### src/rtl/ecc_secded_pkg.sv
// ----------------------------------------------------------------------------
// ecc_secded_pkg
// Shared definitions for the Hsiao SEC-DED codec.
//   ecc_par_w(data_w)   : check-bit width for a legal payload width
//                         (8->5, 16->6, 32->7, 64->8, anything else -> 0).
//   ecc_h_col(par_w, j) : H-matrix column of data bit j. The column list is
//                         every weight-3 par_w-bit vector in ascending order,
//                         followed by every weight-5 vector in ascending order.
//   ECC_MODE_ENC/DEC    : transaction mode encodings on in_mode.
// ----------------------------------------------------------------------------
package ecc_secded_pkg;

    localparam logic ECC_MODE_ENC = 1'b0;
    localparam logic ECC_MODE_DEC = 1'b1;

    // Widest check-bit vector of any legal configuration (DATA_W = 64).
    localparam int unsigned ECC_MAX_PAR_W = 8;

    function automatic int unsigned ecc_par_w(input int unsigned data_w);
        int unsigned pw;
        case (data_w)
            8:       pw = 5;
            16:      pw = 6;
            32:      pw = 7;
            64:      pw = 8;
            default: pw = 0;
        endcase
        return pw;
    endfunction

    // Only ever evaluated with constant arguments, so the loops fold away at
    // elaboration time and each column becomes a constant.
    function automatic logic [ECC_MAX_PAR_W-1:0] ecc_h_col(input int unsigned par_w,
                                                           input int unsigned j);
        int unsigned idx;
        logic [ECC_MAX_PAR_W-1:0] col;
        idx = 0;
        col = '0;
        for (int unsigned w = 3; w <= 5; w += 2) begin
            for (int unsigned v = 1; v < (32'd1 << par_w); v++) begin
                if ($countones(v) == w) begin
                    if (idx == j) begin
                        col = v[ECC_MAX_PAR_W-1:0];
                    end
                    idx++;
                end
            end
        end
        return col;
    endfunction

endpackage

### src/rtl/ecc_secded_syn.sv
// ----------------------------------------------------------------------------
// ecc_secded_syn
// Combinational H-matrix product: syn = H * data ^ par.
// With par = 0 the result is the raw check bits of data (encode); with par set
// to the stored, unmasked check bits the result is the syndrome (decode).
//   data : payload, DATA_W bits
//   par  : check bits folded into the result, PAR_W bits
//   syn  : parity / syndrome, PAR_W bits
// ----------------------------------------------------------------------------
module ecc_secded_syn
    import ecc_secded_pkg::*;
#(
    parameter  int unsigned DATA_W = 32,
    localparam int unsigned PAR_W  = ecc_par_w(DATA_W)
) (
    input  logic [DATA_W-1:0] data,
    input  logic [PAR_W-1:0]  par,
    output logic [PAR_W-1:0]  syn
);

    logic [PAR_W-1:0] cols [DATA_W];

    for (genvar j = 0; j < DATA_W; j++) begin : g_col
        localparam logic [ECC_MAX_PAR_W-1:0] COL = ecc_h_col(PAR_W, j);
        assign cols[j] = COL[PAR_W-1:0];
    end

    always_comb begin
        syn = par;
        for (int j = 0; j < int'(DATA_W); j++) begin
            if (data[j]) begin
                syn = syn ^ cols[j];
            end
        end
    end

endmodule

### src/rtl/ecc_secded_codec.sv
// ----------------------------------------------------------------------------
// ecc_secded_codec
// Two-stage pipelined Hsiao SEC-DED encoder/decoder with saturating error
// statistics.
//   clk, rst_n          : clock, asynchronous active-low reset
//   in_vld/in_rdy       : input handshake
//   in_mode             : ECC_MODE_ENC (0) or ECC_MODE_DEC (1)
//   in_data/in_par      : payload and stored check bits (check bits decode only)
//   out_vld/out_rdy     : output handshake
//   out_data            : payload, corrected when decoding
//   out_par             : encode -> check bits ^ PAR_INV, decode -> syndrome
//   out_sec/out_ded     : decode single-error-corrected / uncorrectable flags
//   cnt_clr             : synchronous clear of both counters
//   sec_cnt/ded_cnt     : saturating counts of delivered sec / ded results
//
// Handshake: a transfer happens on a rising edge where valid && ready. A
// producer holding valid keeps its payload stable until the transfer; valid
// never depends on ready. in_rdy only reflects pipeline space and is
// independent of in_vld. While out_vld && !out_rdy every out_* is frozen.
//
// Pipeline: S1 holds data, mode and syndrome (decode) or masked parity
// (encode); S2 holds the corrected payload and flags and drives out_*.
// ----------------------------------------------------------------------------
module ecc_secded_codec
    import ecc_secded_pkg::*;
#(
    parameter  int unsigned DATA_W = 32,
    parameter  int unsigned CNT_W  = 16,
    localparam int unsigned PAR_W  = ecc_par_w(DATA_W),
    parameter  logic [PAR_W-1:0] PAR_INV = '0
) (
    input  logic              clk,
    input  logic              rst_n,
    input  logic              in_vld,
    output logic              in_rdy,
    input  logic              in_mode,
    input  logic [DATA_W-1:0] in_data,
    input  logic [PAR_W-1:0]  in_par,
    output logic              out_vld,
    input  logic              out_rdy,
    output logic [DATA_W-1:0] out_data,
    output logic [PAR_W-1:0]  out_par,
    output logic              out_sec,
    output logic              out_ded,
    input  logic              cnt_clr,
    output logic [CNT_W-1:0]  sec_cnt,
    output logic [CNT_W-1:0]  ded_cnt
);

    // ------------------------------------------------------------------
    // Stage enables
    // ------------------------------------------------------------------
    logic s1_vld_q, s1_vld_d;
    logic out_vld_q, out_vld_d;
    logic s1_en, s2_en, in_acc, out_hs;

    assign s2_en  = ~out_vld_q | out_rdy;
    assign s1_en  = ~s1_vld_q | s2_en;
    assign in_acc = in_vld & s1_en;
    assign out_hs = out_vld_q & out_rdy;

    // ------------------------------------------------------------------
    // S1: H-matrix product of the incoming word
    // ------------------------------------------------------------------
    logic [PAR_W-1:0] syn_par_in;
    logic [PAR_W-1:0] syn_out;

    // Stored check bits are unmasked before entering the product so a clean
    // codeword yields a zero syndrome regardless of PAR_INV.
    assign syn_par_in = (in_mode == ECC_MODE_DEC) ? (in_par ^ PAR_INV) : '0;

    ecc_secded_syn #(
        .DATA_W (DATA_W)
    ) u_syn (
        .data (in_data),
        .par  (syn_par_in),
        .syn  (syn_out)
    );

    logic              s1_mode_q, s1_mode_d;
    logic [DATA_W-1:0] s1_data_q, s1_data_d;
    logic [PAR_W-1:0]  s1_syn_q,  s1_syn_d;

    // ------------------------------------------------------------------
    // S2: correction from the registered syndrome
    // ------------------------------------------------------------------
    logic [PAR_W-1:0] cols [DATA_W];

    for (genvar j = 0; j < DATA_W; j++) begin : g_col
        localparam logic [ECC_MAX_PAR_W-1:0] COL = ecc_h_col(PAR_W, j);
        assign cols[j] = COL[PAR_W-1:0];
    end

    logic [DATA_W-1:0] corr_data;
    logic              corr_sec;
    logic              corr_ded;
    logic              col_hit;

    // A nonzero syndrome is correctable only if it equals a data column
    // (flip that bit) or a unit vector (check-bit error, data untouched).
    // Every other nonzero value, even or odd weight, is uncorrectable.
    always_comb begin
        corr_data = s1_data_q;
        corr_sec  = 1'b0;
        corr_ded  = 1'b0;
        col_hit   = 1'b0;
        if ((s1_mode_q == ECC_MODE_DEC) && (s1_syn_q != '0)) begin
            for (int j = 0; j < int'(DATA_W); j++) begin
                if (s1_syn_q == cols[j]) begin
                    corr_data[j] = ~s1_data_q[j];
                    col_hit      = 1'b1;
                end
            end
            if (col_hit || $onehot(s1_syn_q)) begin
                corr_sec = 1'b1;
            end else begin
                corr_ded = 1'b1;
            end
        end
    end

    logic [DATA_W-1:0] out_data_q, out_data_d;
    logic [PAR_W-1:0]  out_par_q,  out_par_d;
    logic              out_sec_q,  out_sec_d;
    logic              out_ded_q,  out_ded_d;
    logic [CNT_W-1:0]  sec_cnt_q,  sec_cnt_d;
    logic [CNT_W-1:0]  ded_cnt_q,  ded_cnt_d;

    // ------------------------------------------------------------------
    // Next-state logic
    // ------------------------------------------------------------------
    always_comb begin
        s1_vld_d   = s1_vld_q;
        s1_mode_d  = s1_mode_q;
        s1_data_d  = s1_data_q;
        s1_syn_d   = s1_syn_q;
        out_vld_d  = out_vld_q;
        out_data_d = out_data_q;
        out_par_d  = out_par_q;
        out_sec_d  = out_sec_q;
        out_ded_d  = out_ded_q;
        sec_cnt_d  = sec_cnt_q;
        ded_cnt_d  = ded_cnt_q;

        if (s1_en) begin
            s1_vld_d = in_vld;
        end
        // Payload registers load only on an accepted word, so whatever sits
        // on in_data/in_par while in_vld is low never enters the pipeline.
        if (in_acc) begin
            s1_mode_d = in_mode;
            s1_data_d = in_data;
            s1_syn_d  = (in_mode == ECC_MODE_DEC) ? syn_out : (syn_out ^ PAR_INV);
        end

        if (s2_en) begin
            out_vld_d = s1_vld_q;
        end
        if (s2_en && s1_vld_q) begin
            out_data_d = corr_data;
            out_par_d  = s1_syn_q;
            out_sec_d  = corr_sec;
            out_ded_d  = corr_ded;
        end

        // Flags are only ever set on decode results, so counting the held
        // flags on a handshake counts delivered decode errors only.
        if (cnt_clr) begin
            sec_cnt_d = '0;
            ded_cnt_d = '0;
        end else if (out_hs) begin
            if (out_sec_q && !(&sec_cnt_q)) begin
                sec_cnt_d = sec_cnt_q + 1'b1;
            end
            if (out_ded_q && !(&ded_cnt_q)) begin
                ded_cnt_d = ded_cnt_q + 1'b1;
            end
        end
    end

    // ------------------------------------------------------------------
    // State
    // ------------------------------------------------------------------
    always_ff @(posedge clk or negedge rst_n) begin
        if (!rst_n) begin
            s1_vld_q   <= 1'b0;
            s1_mode_q  <= ECC_MODE_ENC;
            s1_data_q  <= '0;
            s1_syn_q   <= '0;
            out_vld_q  <= 1'b0;
            out_data_q <= '0;
            out_par_q  <= '0;
            out_sec_q  <= 1'b0;
            out_ded_q  <= 1'b0;
            sec_cnt_q  <= '0;
            ded_cnt_q  <= '0;
        end else begin
            s1_vld_q   <= s1_vld_d;
            s1_mode_q  <= s1_mode_d;
            s1_data_q  <= s1_data_d;
            s1_syn_q   <= s1_syn_d;
            out_vld_q  <= out_vld_d;
            out_data_q <= out_data_d;
            out_par_q  <= out_par_d;
            out_sec_q  <= out_sec_d;
            out_ded_q  <= out_ded_d;
            sec_cnt_q  <= sec_cnt_d;
            ded_cnt_q  <= ded_cnt_d;
        end
    end

    assign in_rdy   = s1_en;
    assign out_vld  = out_vld_q;
    assign out_data = out_data_q;
    assign out_par  = out_par_q;
    assign out_sec  = out_sec_q;
    assign out_ded  = out_ded_q;
    assign sec_cnt  = sec_cnt_q;
    assign ded_cnt  = ded_cnt_q;

endmodule

### config.mk
export PLATFORM = sky130hd
export DESIGN_NAME = ecc_secded_codec
export DESIGN_NICKNAME = d
export VERILOG_FILES = /design/src/rtl/ecc_secded_pkg.sv /design/src/rtl/ecc_secded_syn.sv /design/src/rtl/ecc_secded_codec.sv
export SDC_FILE = /design/constraint.sdc
export NUM_CORES = 1
export LEC_CHECK = 0
export BUFFER_PORTS_ARGS = -buffer_cell sky130_fd_sc_hd__buf_2
export CAP_MARGIN = 20
export CORE_MARGIN = 5
export CORE_UTILIZATION = 30
export CTS_CLUSTER_DIAMETER = 40
export DETAILED_ROUTE_END_ITERATION = 6
export GPL_TIMING_DRIVEN = 0
export SYNTH_ARGS = -nofsm -noshare
export SYNTH_HDL_FRONTEND = slang
export SYNTH_HIERARCHICAL = 1
export SYNTH_SLANG_ARGS = --single-unit
### constraint.sdc
create_clock -name clk -period 7.45 [get_ports clk]
set_input_delay 0.745 -clock clk [delete_from_list [all_inputs] [get_ports clk]]
set_output_delay 0.745 -clock clk [all_outputs]
set_load 0.1 [all_outputs]
# After elaboration in Yosys (flattened, before gate mapping)
# Cells that the tools add are included.
[totals]
regBits = 115
in_bits = 45
out_inout_bits = 75
wordCells = 246
[op_classes]
addsub = 8
n_eq_ne = 33
n_mux = 109
bitwise_logic = 70
reduce_logical = 15
[ops]
columns = ["operator", "count"]
rows = [
  ["16-bit 2-to-1 mux", 6],
  ["3-bit NOT", 32],
  ["7-bit 2-to-1 mux", 13],
  ["7-bit == test, second input constant", 12],
  ["7-bit by 6-bit == test with 1-bit output, second input constant", 10],
  ["1-bit 2-to-1 mux", 69],
  ["6-bit 2-to-1 mux", 10],
  ["7-bit by 5-bit == test with 1-bit output, second input constant", 6],
  ["1-bit NOT", 34],
  ["16-bit by 1-bit adder with 16-bit output, second input constant", 2],
  ["32-bit 2-to-1 mux", 1],
  ["16-bit AND reduction", 2],
  ["5-bit 2-to-1 mux", 6],
  ["7-bit by 4-bit == test with 1-bit output, second input constant", 3],
  ["4-bit 2-to-1 mux", 3],
  ["7-bit by 3-bit == test with 1-bit output, second input constant", 1],
  ["7-bit nonzero test", 1],
  ["1-bit by 1-bit adder with 2-bit output", 3],
  ["2-bit nonzero test", 3],
  ["1-bit logical AND", 4],
  ["2-bit AND reduction", 2],
  ["2-bit by 1-bit adder with 3-bit output", 1],
  ["2-bit by 2-bit adder with 3-bit output", 1],
  ["3-bit adder", 1],
  ["6 further kinds", 9],
]

# Depth between registers and ports, before layout
[logic_depth]
word_depth = 65
mapped_depth = 12
mapped_depth_nobuf = 10

# By module
# Netlist, hierarchy kept.
[by_module_without_submodules]
columns = ["mod", "instances", "cells_each", "area_per_inst_um2", "seq_area_each_um2"]
rows = [
  ["ecc_secded_codec", 1, 574, 5998.3, 2877.8],
  ["ecc_secded_syn", 1, 73, 666.9, 0.0],
]

# Least setup slack after synthesis
# No wires, ideal clock.
[synth_timing]
path_kind = "flip-flop to flip-flop"
startpoint = "register s1_syn_q[3]"
endpoint = "register out_ded_q (netlist: out_ded)"
setup_ns = 0.071
t_arrival_ns = 3.184
t_required_ns = 7.379
path_slack_ns = 4.195
stages_incl_launch_ff = 13
path_buffers = 2
synth_period_minus_slack_ns = 3.255
path_cell_list = "dfrtp_1 -> buf_6 -> buf_6 -> inv_1 -> fa_1 -> fa_1 -> inv_1 -> fa_1 -> fa_1 -> nor3b_1 -> nor4_1 -> o2111a_1 -> a32o_1"
[synth_between]
elab_chain_len = 37
word_cells_on_any_way = 74
cone_classes = "3 x add/sub; 33 x eq/ne; 35 x mux; 3 x reduce/logical"
[synth_rtl]
columns = ["element", "line", "rtl"]
rows = [
  ["start: declaration", "ecc_secded_codec.sv:82", "logic [PAR_W-1:0] s1_syn_q, s1_syn_d;"],
  ["start signal: assignment", "ecc_secded_codec.sv:201", "s1_syn_q <= s1_syn_d;"],
  ["7-bit by 3-bit == test with 1-bit output", "ecc_secded_codec.sv:109", "if (s1_syn_q == cols[j]) begin"],
  ["1-bit 2-to-1 mux (32 in a row)", "ecc_secded_codec.sv:109", ""],
  ["1-bit 2-to-1 mux", "ecc_secded_codec.sv:107", "if ((s1_mode_q == ECC_MODE_DEC) && (s1_syn_q != '0)) begin"],
  ["1-bit logical OR", "ecc_secded_codec.sv:114", "if (col_hit || $onehot(s1_syn_q)) begin"],
  ["1-bit 2-to-1 mux", "ecc_secded_codec.sv:114", ""],
  ["1-bit 2-to-1 mux *", "ecc_secded_codec.sv:107", ""],
  ["end signal: assignment", "ecc_secded_codec.sv:206", "out_ded_q <= out_ded_d;"],
  ["end: declaration", "ecc_secded_codec.sv:125", "logic out_ded_q, out_ded_d;"],
]
# Mark *: on every way between the ends. The rest lies on a longest branch, timed or not. The select of a mux whose other input is x is not followed.
# A chain may end at the register's enable or synchronous reset.

# Worst setup path after layout
# Same ends and word-level chain as after synthesis.

==> impl_results.md <==
* Via count at 5,179
* Post-Route WL at 18.06 mm
* Peak VDD IR at 0.1835 mV
* Share of cells above drive strength 1 at 29.41%
* Grt ovf at 0
* Fmax at 281.1 MHz
* Sequential cell area fraction in the yosys report at 43.18%
* CP Capture Type: register
* Most frequent cell after synthesis: dfrtp_1
* RR Endpoint: out_ded
* R2R depth at 12
* PortBufs at 119
* CP startpoint kind: register
* Ys Warns at 6
* HPWL Detailed at 13.68 mm
* Final Cell Area at 8207 um^2
* Vias in the first global route at 5,257
* Initial Util at 30.54%
* Synth Area in Simple Gates at 18.40%
* Setup Buffers After CTS at 0
* Post-synth EDFFs at 0
* Slew @ Worst Pin at 0.6555 ns
* Yosys top cell by area: dfrtp_1
* Syn nets at 702
* PD cells at 356.8 nW/um^2
* Resized Gates After CTS at 0
* Setup Skew at 0.01190 ns
* Nets@finish at 841
* Synth Area in Compound Gates at 6.664%
* Antenna cells at 0
* DP Area at 7645 um^2
* Clock Latency Late Sink at 0.42 ns
* Chip width at 159.1 um
* Root Buffer: clkbuf_16
* Final total power at 2.928 mW
* Mean number of vias per cell at 4.800
* Hold buffer count at CTS at 0
* Initial drt markers at 215
* Largest net degree at the start of global routing at 61
* Synth top cells by count: dfrtp_1 (115), xnor2_1 (114), nand2_1 (62)
* Routability cong. at 0.8698
* Synth Area in Adders at 2.328%
* Max-Cap Viols at 0
* Final TNS setup at 0 ns
* # setup viols final at 0
* CTS H-Tree Depth at 4
* Clock sinks at 115
* Critical Path Sink: out_ded
* Critical path arrival at 3.90 ns
* RR Startpoint: s1_syn_q[3]
* Pins over their slew limit at 0
* Synthesized area at 6665 um^2
* Mux share of post-synthesis cell area at 7.546%
* Drt first pass iters at 4
* Required @ worst endpoint at 7.79 ns
* Period minus WS final at 3.558 ns
* Rel. slew slack at 56.30%
* CP Max Fanout at 10
* Async SR Flop Fraction at 100.0%
* Xor/xnor share of the synthesized area at 18.55%
* Residual DRC at 0
* First-pass GRT wire length at 28.92 mm
* Post-synth top area share at 43.18%
* Clk buf depth at 2
* HP Class: in2async
* Average wire per standard cell at 16.73 um
* Post-route clock period utilization at 47.76%
* Total CTS buffers at 17
* TritonCTS clock tree: built
* Netlist cell types at 61
* Number of synthesized register bits at 115
* Final Hold Viols at 0
* Area of the core at 21,820 um^2
* Area grow syn2layout at 23.13%
* Leakage at 3.387 nW
* Reg2Reg Setup Slack at 3.89 ns
* Crit path kind: reg2reg
* Initial antenna violation count at 0
* CTS clk-pin slew, worst paths at 0.07 ns
* Die Footprint at 25,300 um^2
* Gr usage total at 14.19%
* Ys flop type: dfrtp_1
* I/O pins at 120
* FP Rows at 54
* Die height at 159.1 um
* Status: finished clean
* Cells after Synth at 647
* Top post-synthesis cells by area: dfrtp_1 (43%), xnor2_1 (15%), mux2_2 (7.1%)
* Main combinational cell family by area after synthesis: XOR/XNOR gates
* Unrepaired setup endpoints after global routing: no
* Mean post-synth cell area at 10.30 um^2
* Antenna Nets Post-Route at 0
* Worst Setup SP: s1_syn_q[3]
==> worst max-delay path: stages, from the launching register on <==
cell and delay, ns:
dfrtp_1 0.39, buf_6 0.18, buf_6 0.16, inv_1 0.10, fa_1 0.47, fa_1 0.49, inv_1 0.05, fa_1 0.38
fa_1 0.49, nor3b_1 0.05, nor4_1 0.29, o2111a_1 0.27, a32o_1 0.17
==> how the worst min path moves through the flow <==
stage	start	endpoint	depth (start not counted)
after floorplan	rst_n	ded_cnt[0]	0
after global placement	out_par[5]	out_par[5]	2
after detailed placement	out_par[5]	out_par[5]	2
after CTS	rst_n	out_data[12]	1
after global routing	rst_n	out_data[12]	1
final	rst_n	out_data[12]	1
==> area by class of cell <==
class | instances | area, um^2
fillers | 2275 | 13620
multi-input cells | 487 | 3565
flip-flops and latches | 115 | 2878
repair buffers | 120 | 629.4
clock buffers | 17 | 425.4
well taps | 280 | 350.3
plain buffers | 33 | 177.7
clock inverters | 15 | 136.4
inverters | 12 | 45.04
==> metrics by stage <==
step | hold slack, ns | setup slack (ns) | instances | utilization (%)
after detailed placement | 0.4659 | 3.890 | 1047 | 35.03
after global routing | 0.3110 | 3.665 | 1079 | 37.60
after CTS | 0.2937 | 3.884 | 1079 | 37.60
after global placement | 0.4600 | 3.923 | 1046 | 34.88
final | 0.2807 | 3.892 | 1079 | 37.60
after floorplan | 0.4494 | 4.195 | 647 | -
==> cells in the final DEF (no fill, tap or decap), types with 5 or more instances in the layout <==
master and instances:
clkbuf_1 16, nand3b_1 5, a211oi_1 7, dfrtp_1 115, inv_6 6, nand2_1 62
clkbuf_16 17, and4_1 5, buf_2 128, mux2_2 42, nor2_1 57, nand3_1 24
xnor2_1 114, o21ai_0 35, nand4_1 7, a21oi_1 8, nor4_2 6, nand2b_1 8
nor3_2 5, and2_1 7, buf_6 6, o21ai_1 7, inv_8 5, xor2_1 22
ha_1 6, inv_1 11
==> flip-flops by register name, indices dropped and copies added, names as in the netlist <==
name / count
out_ded: 1
out_sec: 1
ded_cnt: 16
s1_syn_q: 7
out_data: 32
s1_data_q: 32
out_vld: 1
s1_vld_q: 1
s1_mode_q: 1
out_par: 7
sec_cnt: 16
==> power breakdown <==
group / total [mW] / leakage [nW] / switching [mW] / internal [mW]
clock network: 0.782 / 0.271 / 0.341 / 0.441
logic: 1.33 / 1.68 / 0.960 / 0.367
registers: 0.819 / 1.44 / 0.0835 / 0.736
==> layer usage <==
layer	wire length, um	track usage, %
met2	8440	22.28
met1	8522	19.90
met3	889	3.339
met5	0	0
met4	204	3.412
==> cells by family after synthesis <==
kind of cell               count (synthesis)
AOI/OAI and AO/OA                         73
xor gates and xnor gates                 138
adders and majority gates                 10
buffers and inverters                     45
DFF                                      115
muxes                                     45
and+or+nand+nor                          221
Note: power is estimated with default switching activity, not from simulation.
